### src/rtl/fifo_reader.sv
// rtl/fifo_reader.sv - consumer-side reader draining a FIFO over a four-phase rx_rdy/rx_done handshake
module fifo_reader #(
    parameter int WIDTH   = 8,
    parameter int LEN_W   = 8,
    parameter int SUM_W   = 16,
    parameter int TIMEOUT = 16
) (
    input  logic             clk,
    input  logic             rst,
    input  logic             start,
    input  logic [LEN_W-1:0] length,
    input  logic             rx_rdy,
    input  logic [WIDTH-1:0] out_data,
    output logic             rx_done,
    output logic             busy,
    output logic             finished,
    output logic             error,
    output logic [LEN_W-1:0] word_count,
    output logic [WIDTH-1:0] last_data,
    output logic [SUM_W-1:0] checksum
);

    localparam int TMO_W = $clog2(TIMEOUT + 1);

    typedef enum logic [1:0] {S_IDLE, S_WAIT_RDY, S_ACK, S_DONE} state_e;

    state_e             state_q, state_d;
    logic               rx_done_q, rx_done_d;
    logic               busy_q, busy_d;
    logic               finished_q, finished_d;
    logic               error_q, error_d;
    logic [LEN_W-1:0]   word_count_q, word_count_d;
    logic [LEN_W-1:0]   len_q, len_d;
    logic [WIDTH-1:0]   last_data_q, last_data_d;
    logic [SUM_W-1:0]   checksum_q, checksum_d;
    logic [TMO_W-1:0]   tmo_q, tmo_d;

    always_comb begin
        state_d      = state_q;
        rx_done_d    = rx_done_q;
        error_d      = error_q;
        word_count_d = word_count_q;
        len_d        = len_q;
        last_data_d  = last_data_q;
        checksum_d   = checksum_q;
        tmo_d        = tmo_q;

        case (state_q)
            S_IDLE: begin
                if (start) begin
                    word_count_d = '0;
                    checksum_d   = '0;
                    error_d      = 1'b0;
                    len_d        = length;
                    state_d      = (length == '0) ? S_DONE : S_WAIT_RDY;
                end
            end
            S_WAIT_RDY: begin
                if (rx_rdy) begin
                    last_data_d  = out_data;
                    checksum_d   = checksum_q + SUM_W'(out_data);
                    word_count_d = word_count_q + LEN_W'(1);
                    rx_done_d    = 1'b1;
                    tmo_d        = '0;
                    state_d      = S_ACK;
                end
            end
            S_ACK: begin
                if (!rx_rdy) begin
                    rx_done_d = 1'b0;
                    state_d   = (word_count_q == len_q) ? S_DONE : S_WAIT_RDY;
                end else begin
                    tmo_d = tmo_q + TMO_W'(1);
                    // The counter reaching TIMEOUT on this edge aborts; the word stays counted.
                    if (tmo_q == TMO_W'(TIMEOUT - 1)) begin
                        error_d   = 1'b1;
                        rx_done_d = 1'b0;
                        state_d   = S_DONE;
                    end
                end
            end
            S_DONE: begin
                state_d = S_IDLE;
            end
            default: state_d = S_IDLE;
        endcase

        busy_d     = (state_d != S_IDLE);
        finished_d = (state_d == S_DONE);
    end

    always_ff @(posedge clk) begin
        if (rst) begin
            state_q      <= S_IDLE;
            rx_done_q    <= 1'b0;
            busy_q       <= 1'b0;
            finished_q   <= 1'b0;
            error_q      <= 1'b0;
            word_count_q <= '0;
            len_q        <= '0;
            last_data_q  <= '0;
            checksum_q   <= '0;
            tmo_q        <= '0;
        end else begin
            state_q      <= state_d;
            rx_done_q    <= rx_done_d;
            busy_q       <= busy_d;
            finished_q   <= finished_d;
            error_q      <= error_d;
            word_count_q <= word_count_d;
            len_q        <= len_d;
            last_data_q  <= last_data_d;
            checksum_q   <= checksum_d;
            tmo_q        <= tmo_d;
        end
    end

    assign rx_done    = rx_done_q;
    assign busy       = busy_q;
    assign finished   = finished_q;
    assign error      = error_q;
    assign word_count = word_count_q;
    assign last_data  = last_data_q;
    assign checksum   = checksum_q;

endmodule

### config.mk
export PLATFORM = sky130hd
export DESIGN_NAME = fifo_reader
export DESIGN_NICKNAME = d
export VERILOG_FILES = /design/src/rtl/fifo_reader.sv
export SDC_FILE = /design/constraint.sdc
export NUM_CORES = 1
export LEC_CHECK = 0
export CAP_MARGIN = 20
export CORE_AREA = 5 5 89 71
export CTS_BUF_LIST = sky130_fd_sc_hd__clkbuf_8 sky130_fd_sc_hd__clkbuf_16
export CTS_CLUSTER_DIAMETER = 60
export DETAILED_ROUTE_END_ITERATION = 10
export DIE_AREA = 0 0 94 76
export MAX_ROUTING_LAYER = met4
export PLACE_DENSITY = 0.88
export SYNTH_ARGS = -nofsm -noshare
export SYNTH_HDL_FRONTEND = slang
export SYNTH_SLANG_ARGS = --single-unit
### constraint.sdc
create_clock -name clk -period 2.7 [get_ports clk]
set_input_delay 0.27 -clock clk [delete_from_list [all_inputs] [get_ports clk]]
set_output_delay 0.27 -clock clk [all_outputs]
set_load 0.03 [all_outputs]
==> results of run 1 <==
-- through the flow --
stage | hold slack (ps) | util | total power [W] | std cells
after floorplan | 406 | - | 0.00102 | 315
after global placement | 444 | 0.589 | 0.00114 | 442
after detailed placement | 449 | 0.589 | 0.00114 | 442
after CTS | 463 | 0.608 | 0.00163 | 450
after global routing | 483 | 0.608 | 0.00169 | 450
final | 462 | 0.608 | 0.00162 | 450
-- cell usage after synthesis (8+ instances only) --
| library cell | instances |
|---|---|
| dfxtp_1 | 51 |
| nand2_1 | 51 |
| a21oi_1 | 35 |
| nor2_1 | 33 |
| o21ai_0 | 13 |
| xor2_1 | 12 |
| clkbuf_1 | 11 |
| ha_1 | 11 |
| nand3_1 | 9 |
| inv_1 | 8 |
-- per-layer routing --
metal  vias up  share of wire
li1       1228              -
met1      1174           0.44
met2       123           0.46
met3        13          0.086
met4         0          0.014
met5         -              0
-- worst max-delay path, delay by kind of cell --
family	cells	cell delay [ps]
simple gates	2	610
buf+inv	2	560
compound gates	3	790
fa+ha+maj	2	580
-- cells by family after synthesis --
group,Yosys count
compound gates,79
xor+xnor,19
fa+ha+maj,12
buf+inv,22
flops,51
mux,3
simple gates,129
-- registers in the layout (all words and copies together), names as in the netlist --
register and count:
state_q 2, rx_done 1, finished 1, checksum 16
tmo_q 5, busy 1, error 1, len_q 8
last_data 8, word_count 8
-- final timing paths --
path | from | endpoint | slack (ps) | depth (start not counted)
max | out_data[0] | checksum[14] | 130 | 9
min | last_data[7] | last_data[7] | 460 | 2
max reg2reg | checksum[0] | checksum[14] | 200 | 8
min reg2reg | last_data[7] | last_data[7] | 460 | 2
-- placed cells by master, fill, tap and decap left out, types with 2 or more instances in the layout --
cell type	Yosys	layout
clkdlybuf4s50_1	0	55
nand2_1	51	51
dfxtp_1	51	51
a21oi_1	35	35
nor2_1	33	33
o21ai_0	13	13
xor2_1	12	12
ha_1	11	11
nand3_1	9	9
inv_1	8	8
buf_4	1	8
nand4_1	7	7
or3_1	7	7
a22oi_1	7	7
xnor2_1	7	7
clkbuf_8	0	7
nand2b_1	3	3
o31ai_1	3	3
a211oi_1	3	3
mux2i_1	3	3
a32oi_1	3	3
nor4_1	3	3
and3_1	2	2
nand3b_1	2	2
o2111ai_1	2	2
o211ai_1	2	2
nor2b_1	2	2
a41oi_1	2	2
nor3_1	2	2
-- power breakdown --
part / switching, W / internal [W]
registers: 0.0000318 / 0.000782
logic: 0.000186 / 0.000132
clock network: 0.000257 / 0.000233
total: 0.000474 / 0.00115
-- cell type report --
cell class	instances	area [µm²]	area share
Inverter	8	30.0	0.00904
Sequential cell	51	1020	0.307
Tap cell	78	97.6	0.0294
Clock buffer	7	96.3	0.0290
Multi-Input combinational cell	242	1460	0.439
Timing Repair Buffer	63	611	0.184
Clock inverter	1	7.51	0.00226
==> run_results.csv, run 1 <==
group,metric,value,unit
synth,ys_seq_area_frac,0.398,
synth,synth_edf_count,0,
critical_path,crit_required,2940,ps
critical_path,cp_data_arrival_time,2810,ps
cells_and_area,design_area,3320,µm²
power_and_ir_drop,p_leak,1.19,nW
global_routing,busiest_layer,"met2",
clock_tree,cts_tree,"yes",
critical_path,end_kind,"register",
placement,placed_area,3220,µm²
clock_tree,cts_resized,0,
critical_path,cp_slowest_stage_delay,490,ps
timing,worstMarginPinSlew,520,ps
hold_path,hold_class,"register to register",
synth,synth_area_leaders,"dfxtp_1 40%, nand2_1 7.5%, a21oi_1 6.8%",
routing,drt_iter0_markers,195,
timing,setup_viol,0,
placement,hpwl,5050,µm
synth,synth_adder_area_share,0.0614,
clock_tree,cts_sinks,51,
cells_and_area,drive_gt1_frac,0.0565,
clock_tree,clk_latency,310,ps
routing,vias,2538,
synth,synth.distinct_cells,48,
routing,vias_per_cell,5.64,
global_routing,grt_use_total,0.199,
clock_tree,post_cts_buffers,0,
synth,synth_xor_area_frac,0.0648,
global_routing,grt_max_degree,21,
global_routing,use_met1,0.258,
floorplanning,rows,24,
timing,hold_viol,0,
clock_tree,clk_path_buf_depth,2,
synth,syn_area,2570,µm²
clock_tree,path_clk_slew,90,ps
critical_path,setup.worst_path.start_class,"input port",
cells_and_area,antenna_cells,0,
clock_tree,holdBufCountCts,0,
synth,ys_ff_latch,51,
floorplanning,ios,56,
clock_tree,clockRootBuffer,"clkbuf_8",
timing,finalCritPeriodShare,0.953,
routing,drc,0,
synth,synthSimpleGateAreaFrac,0.237,
critical_path,crit_chain,"clkdlybuf4s50_1 > ha_1 > inv_1 > fa_1 > nand2b_1 > a211oi_1 > o21ai_0 > or4_1 > a21oi_1",
floorplanning,die_y,76,µm
timing,final_max_slew_viol_count,0,
timing,fin_skew,5.54,ps
synth,synthFlopType,"dfxtp_1",
timing,max_slew_margin,0.653,
cells_and_area,syn2layout_area_growth,29.4,%
synth,synthMuxAreaShare,0.0117,
floorplanning,core-area,5470,µm²
critical_path,crit_type,"input port to register",
routing,drtAntennaViolNets,0,
run_status,status,"finished clean",
timing,min_period,2570,ps
clock_tree,h-tree-depth,2,
synth,synth_top_area_frac,0.398,
timing,finalWorstSetupSlack,127,ps
synth,syn_inst,315,
placement,pre_cts_slack,-137,ps
cells_and_area,final_nets,403,
routing,first_pass_iters,5,
synth,synth_top_family_by_area,"simple AND/OR/NAND/NOR gates",
synth,avgSynthCellArea,8.15,µm²
synth,synth_compound_area_frac,0.193,
floorplanning,die_width,94,µm
global_routing,grt_pass1_vias,2435,
flow_run,maxCapViolCount,0,
timing,tns,0,ps
synth,syn-num-nets,347,
timing,max_freq,389,MHz
cells_and_area,fill_cells,483,
clock_tree,cts_made_buffers,5,
global_routing,met2_usage,0.305,
synth,synthArstFlopShare,0,
placement,gp_congestion,0.917,
synth,ys.warnings.count,0,
routing,wl_per_cell,15.1,µm
floorplanning,initial_utilization,0.470,
routing,finalWirelength,6810,µm
synth,yosysTopAreaCell,"dfxtp_1",
global_routing,overflow,0,
global_routing,grt_first_pass_wirelength,11400,µm
global_routing,grt_util_met3,0.0474,
critical_path,cp_max_fo,3,
global_routing,antenna_found_initial,0,
critical_path,cp_slowest_cell,"clkdlybuf4s50_1",
power_and_ir_drop,peakVddDrop,0.000261,V
floorplanning,fp.dieArea,7140,µm²
placement,port_buffers,55,
power_and_ir_drop,powerDensity,488,nW/µm²
timing,rsz0062_at_grt,"false",
Note: power is estimated with default switching activity, not from simulation.
==> inputs of run 2 (changes only) <==
--- a/config.mk
+++ b/config.mk
@@ -12,7 +12,7 @@
 export DETAILED_ROUTE_END_ITERATION = 10
 export DIE_AREA = 0 0 94 76
 export MAX_ROUTING_LAYER = met4
-export PLACE_DENSITY = 0.88
+export PLACE_DENSITY = 0.83
 export SYNTH_ARGS = -nofsm -noshare
 export SYNTH_HDL_FRONTEND = slang
 export SYNTH_SLANG_ARGS = --single-unit
==> run 2 against run 1 <==
Critical endpoint unchanged. Final cell count stayed put. Critical path type unchanged. Flip-flop and latch count stayed put. Power is 1.6% lower. Non-clock buffer count stayed put. Register-to-register slack better by 130 ps. Utilization is 0.16 points lower.
==> run_results.csv, run 2 (synthesized netlist as in run 1, its figures left out) <==
group,metric,value,unit
global_routing,grt_util_met3,0.0503,
global_routing,overflow,0,
timing,hold_viol,0,
floorplanning,die_y,76,µm
clock_tree,holdBufCountCts,0,
placement,port_buffers,55,
cells_and_area,drive_gt1_frac,0.0538,
critical_path,cp_data_arrival_time,2710,ps
timing,fin_skew,11.7,ps
floorplanning,initial_utilization,0.470,
placement,post-place-cells,442,
critical_path,cp_max_fo,3,
timing,setup_viol,0,
timing,max_freq,406,MHz
timing,tns,0,ps
cells_and_area,final_nets,403,
floorplanning,die_width,94,µm
critical_path,end_kind,"register",
critical_path,r2r_end,"checksum[14]",
floorplanning,ios,56,
routing,drtAntennaViolNets,0,
flow_run,maxCapViolCount,0,
critical_path,reg2reg_depth,8,
cells_and_area,syn2layout_area_growth,29.0,%
critical_path,critPathLaunch,"out_data[0]",
floorplanning,core-area,5470,µm²
critical_path,path_delay_family,"compound AO/OA/AOI/OAI gates",
clock_tree,clk_path_buf_depth,2,
critical_path,setup.worst_path.start_class,"input port",
routing,drc,0,
global_routing,grt_pass1_vias,2359,
placement,gp_congestion,0.917,
hold_path,hold_class,"register to register",
power_and_ir_drop,peakVddDrop,0.000252,V
routing,vias_per_cell,5.44,
critical_path,cp.depth,9,
critical_path,cp_slowest_stage_delay,500,ps
clock_tree,clockRootBuffer,"clkbuf_8",
global_routing,grt_first_pass_wirelength,11000,µm
cells_and_area,fill_cells,510,
power_and_ir_drop,powerDensity,482,nW/µm²
clock_tree,cts_resized,0,
critical_path,path_buf_inv,2,
cells_and_area,fin_util,0.606,
timing,final_max_slew_viol_count,0,
power_and_ir_drop,finalPower,0.00160,W
cells_and_area,final_common_cell,"clkdlybuf4s50_1",
critical_path,crit_chain,"clkdlybuf4s50_1 > ha_1 > inv_1 > fa_1 > nand2b_1 > a211oi_1 > o21ai_0 > or4_1 > a21oi_1",
clock_tree,path_clk_slew,100,ps
critical_path,rrSetupSlack,330,ps
routing,first_pass_iters,4,
timing,finalCritPeriodShare,0.913,
cells_and_area,antenna_cells,0,
floorplanning,fp.dieArea,7140,µm²
clock_tree,cts_sinks,51,
routing,finalWirelength,6460,µm
global_routing,grt_use_total,0.191,
timing,min_period,2470,ps
placement,hpwl,4820,µm
routing,vias,2447,
cells_and_area,mostFrequentLayoutCells,"55 x clkdlybuf4s50_1, 51 x nand2_1, 51 x dfxtp_1",
clock_tree,cts_made_buffers,5,
timing,worstMarginPinSlew,536,ps
critical_path,crit_required,2940,ps
critical_path,crit_type,"input port to register",
cells_and_area,largest_register_ffs,16,
clock_tree,h-tree-depth,2,
global_routing,grt_max_degree,24,
routing,drt_iter0_markers,139,
cells_and_area,stdcell_count,450,
global_routing,busiest_layer,"met2",
timing,max_slew_margin,0.642,
power_and_ir_drop,p_leak,1.20,nW
floorplanning,rows,24,
global_routing,met2_usage,0.292,
clock_tree,post_cts_buffers,0,
critical_path,critPathCapture,"checksum[14]",
clock_tree,cts_tree,"yes",
routing,wl_per_cell,14.3,µm
run_status,status,"finished clean",
critical_path,cp_slowest_cell,"clkdlybuf4s50_1",
clock_tree,clk_latency,310,ps
global_routing,antenna_found_initial,0,
timing,rsz0062_at_grt,"false",
critical_path,rr_startpoint,"checksum[0]",
global_routing,use_met1,0.255,
run 2: changes by cell type in the layout (fill, tap and decap cells not counted), sizes merged:
cell and delta:
clkinvlp -1, clkbuf -1, clkinv +1, inv +1
run 2: worst min path at each step:
stage / start / end / slack (ps) / depth (start not counted)
2_1_floorplan: length[0] / len_q[0] / 410 / 2
3_3_place_gp: last_data[6] / last_data[6] / 440 / 2
3_5_place_dp: last_data[6] / last_data[6] / 450 / 2
4_1_cts: last_data[6] / last_data[6] / 470 / 2
5_1_grt: last_data[7] / last_data[7] / 490 / 2
6_report: last_data[7] / last_data[7] / 460 / 2
run 2: worst reg2reg max path, cell delays in order, from the launching register on:
cell,delay (ps)
dfxtp_1,370
ha_1,210
inv_1,70
fa_1,380
nand2b_1,170
a211oi_1,370
o21ai_0,190
or4_1,420
a21oi_1,140
run 2: final cells by class:
cell class              count  area [µm²]  area share
flip-flops and latches     51        1020       0.308
inverters                   8        30.0     0.00906
repair buffers             63         611       0.184
multi-input cells         242        1460       0.440
well taps                  78        97.6      0.0295
clock inverters             2        12.5     0.00378
clock buffers               6        82.6      0.0249
run 2: per-stage QoR:
step	area, µm²	hold slack, ps	worst slack [ps]
2_1_floorplan	2570	406	339
3_3_place_gp	3220	444	38.5
6_report	3310	461	234
4_1_cts	3310	467	255
3_5_place_dp	3220	453	-54.0
5_1_grt	3310	492	38.5
run 2: where the power goes:
part,switching (W),internal (W),total [W]
logic,0.000182,0.000133,0.000315
clock network,0.000260,0.000207,0.000467
registers,0.0000319,0.000782,0.000814
total,0.000474,0.00112,0.00160
run 2: routing by layer:
layer | vias to the layer above | wire [µm]
met2 | 70 | 2900
met5 | - | 0
met4 | 0 | 68
met3 | 7 | 428
li1 | 1232 | -
met1 | 1138 | 3060
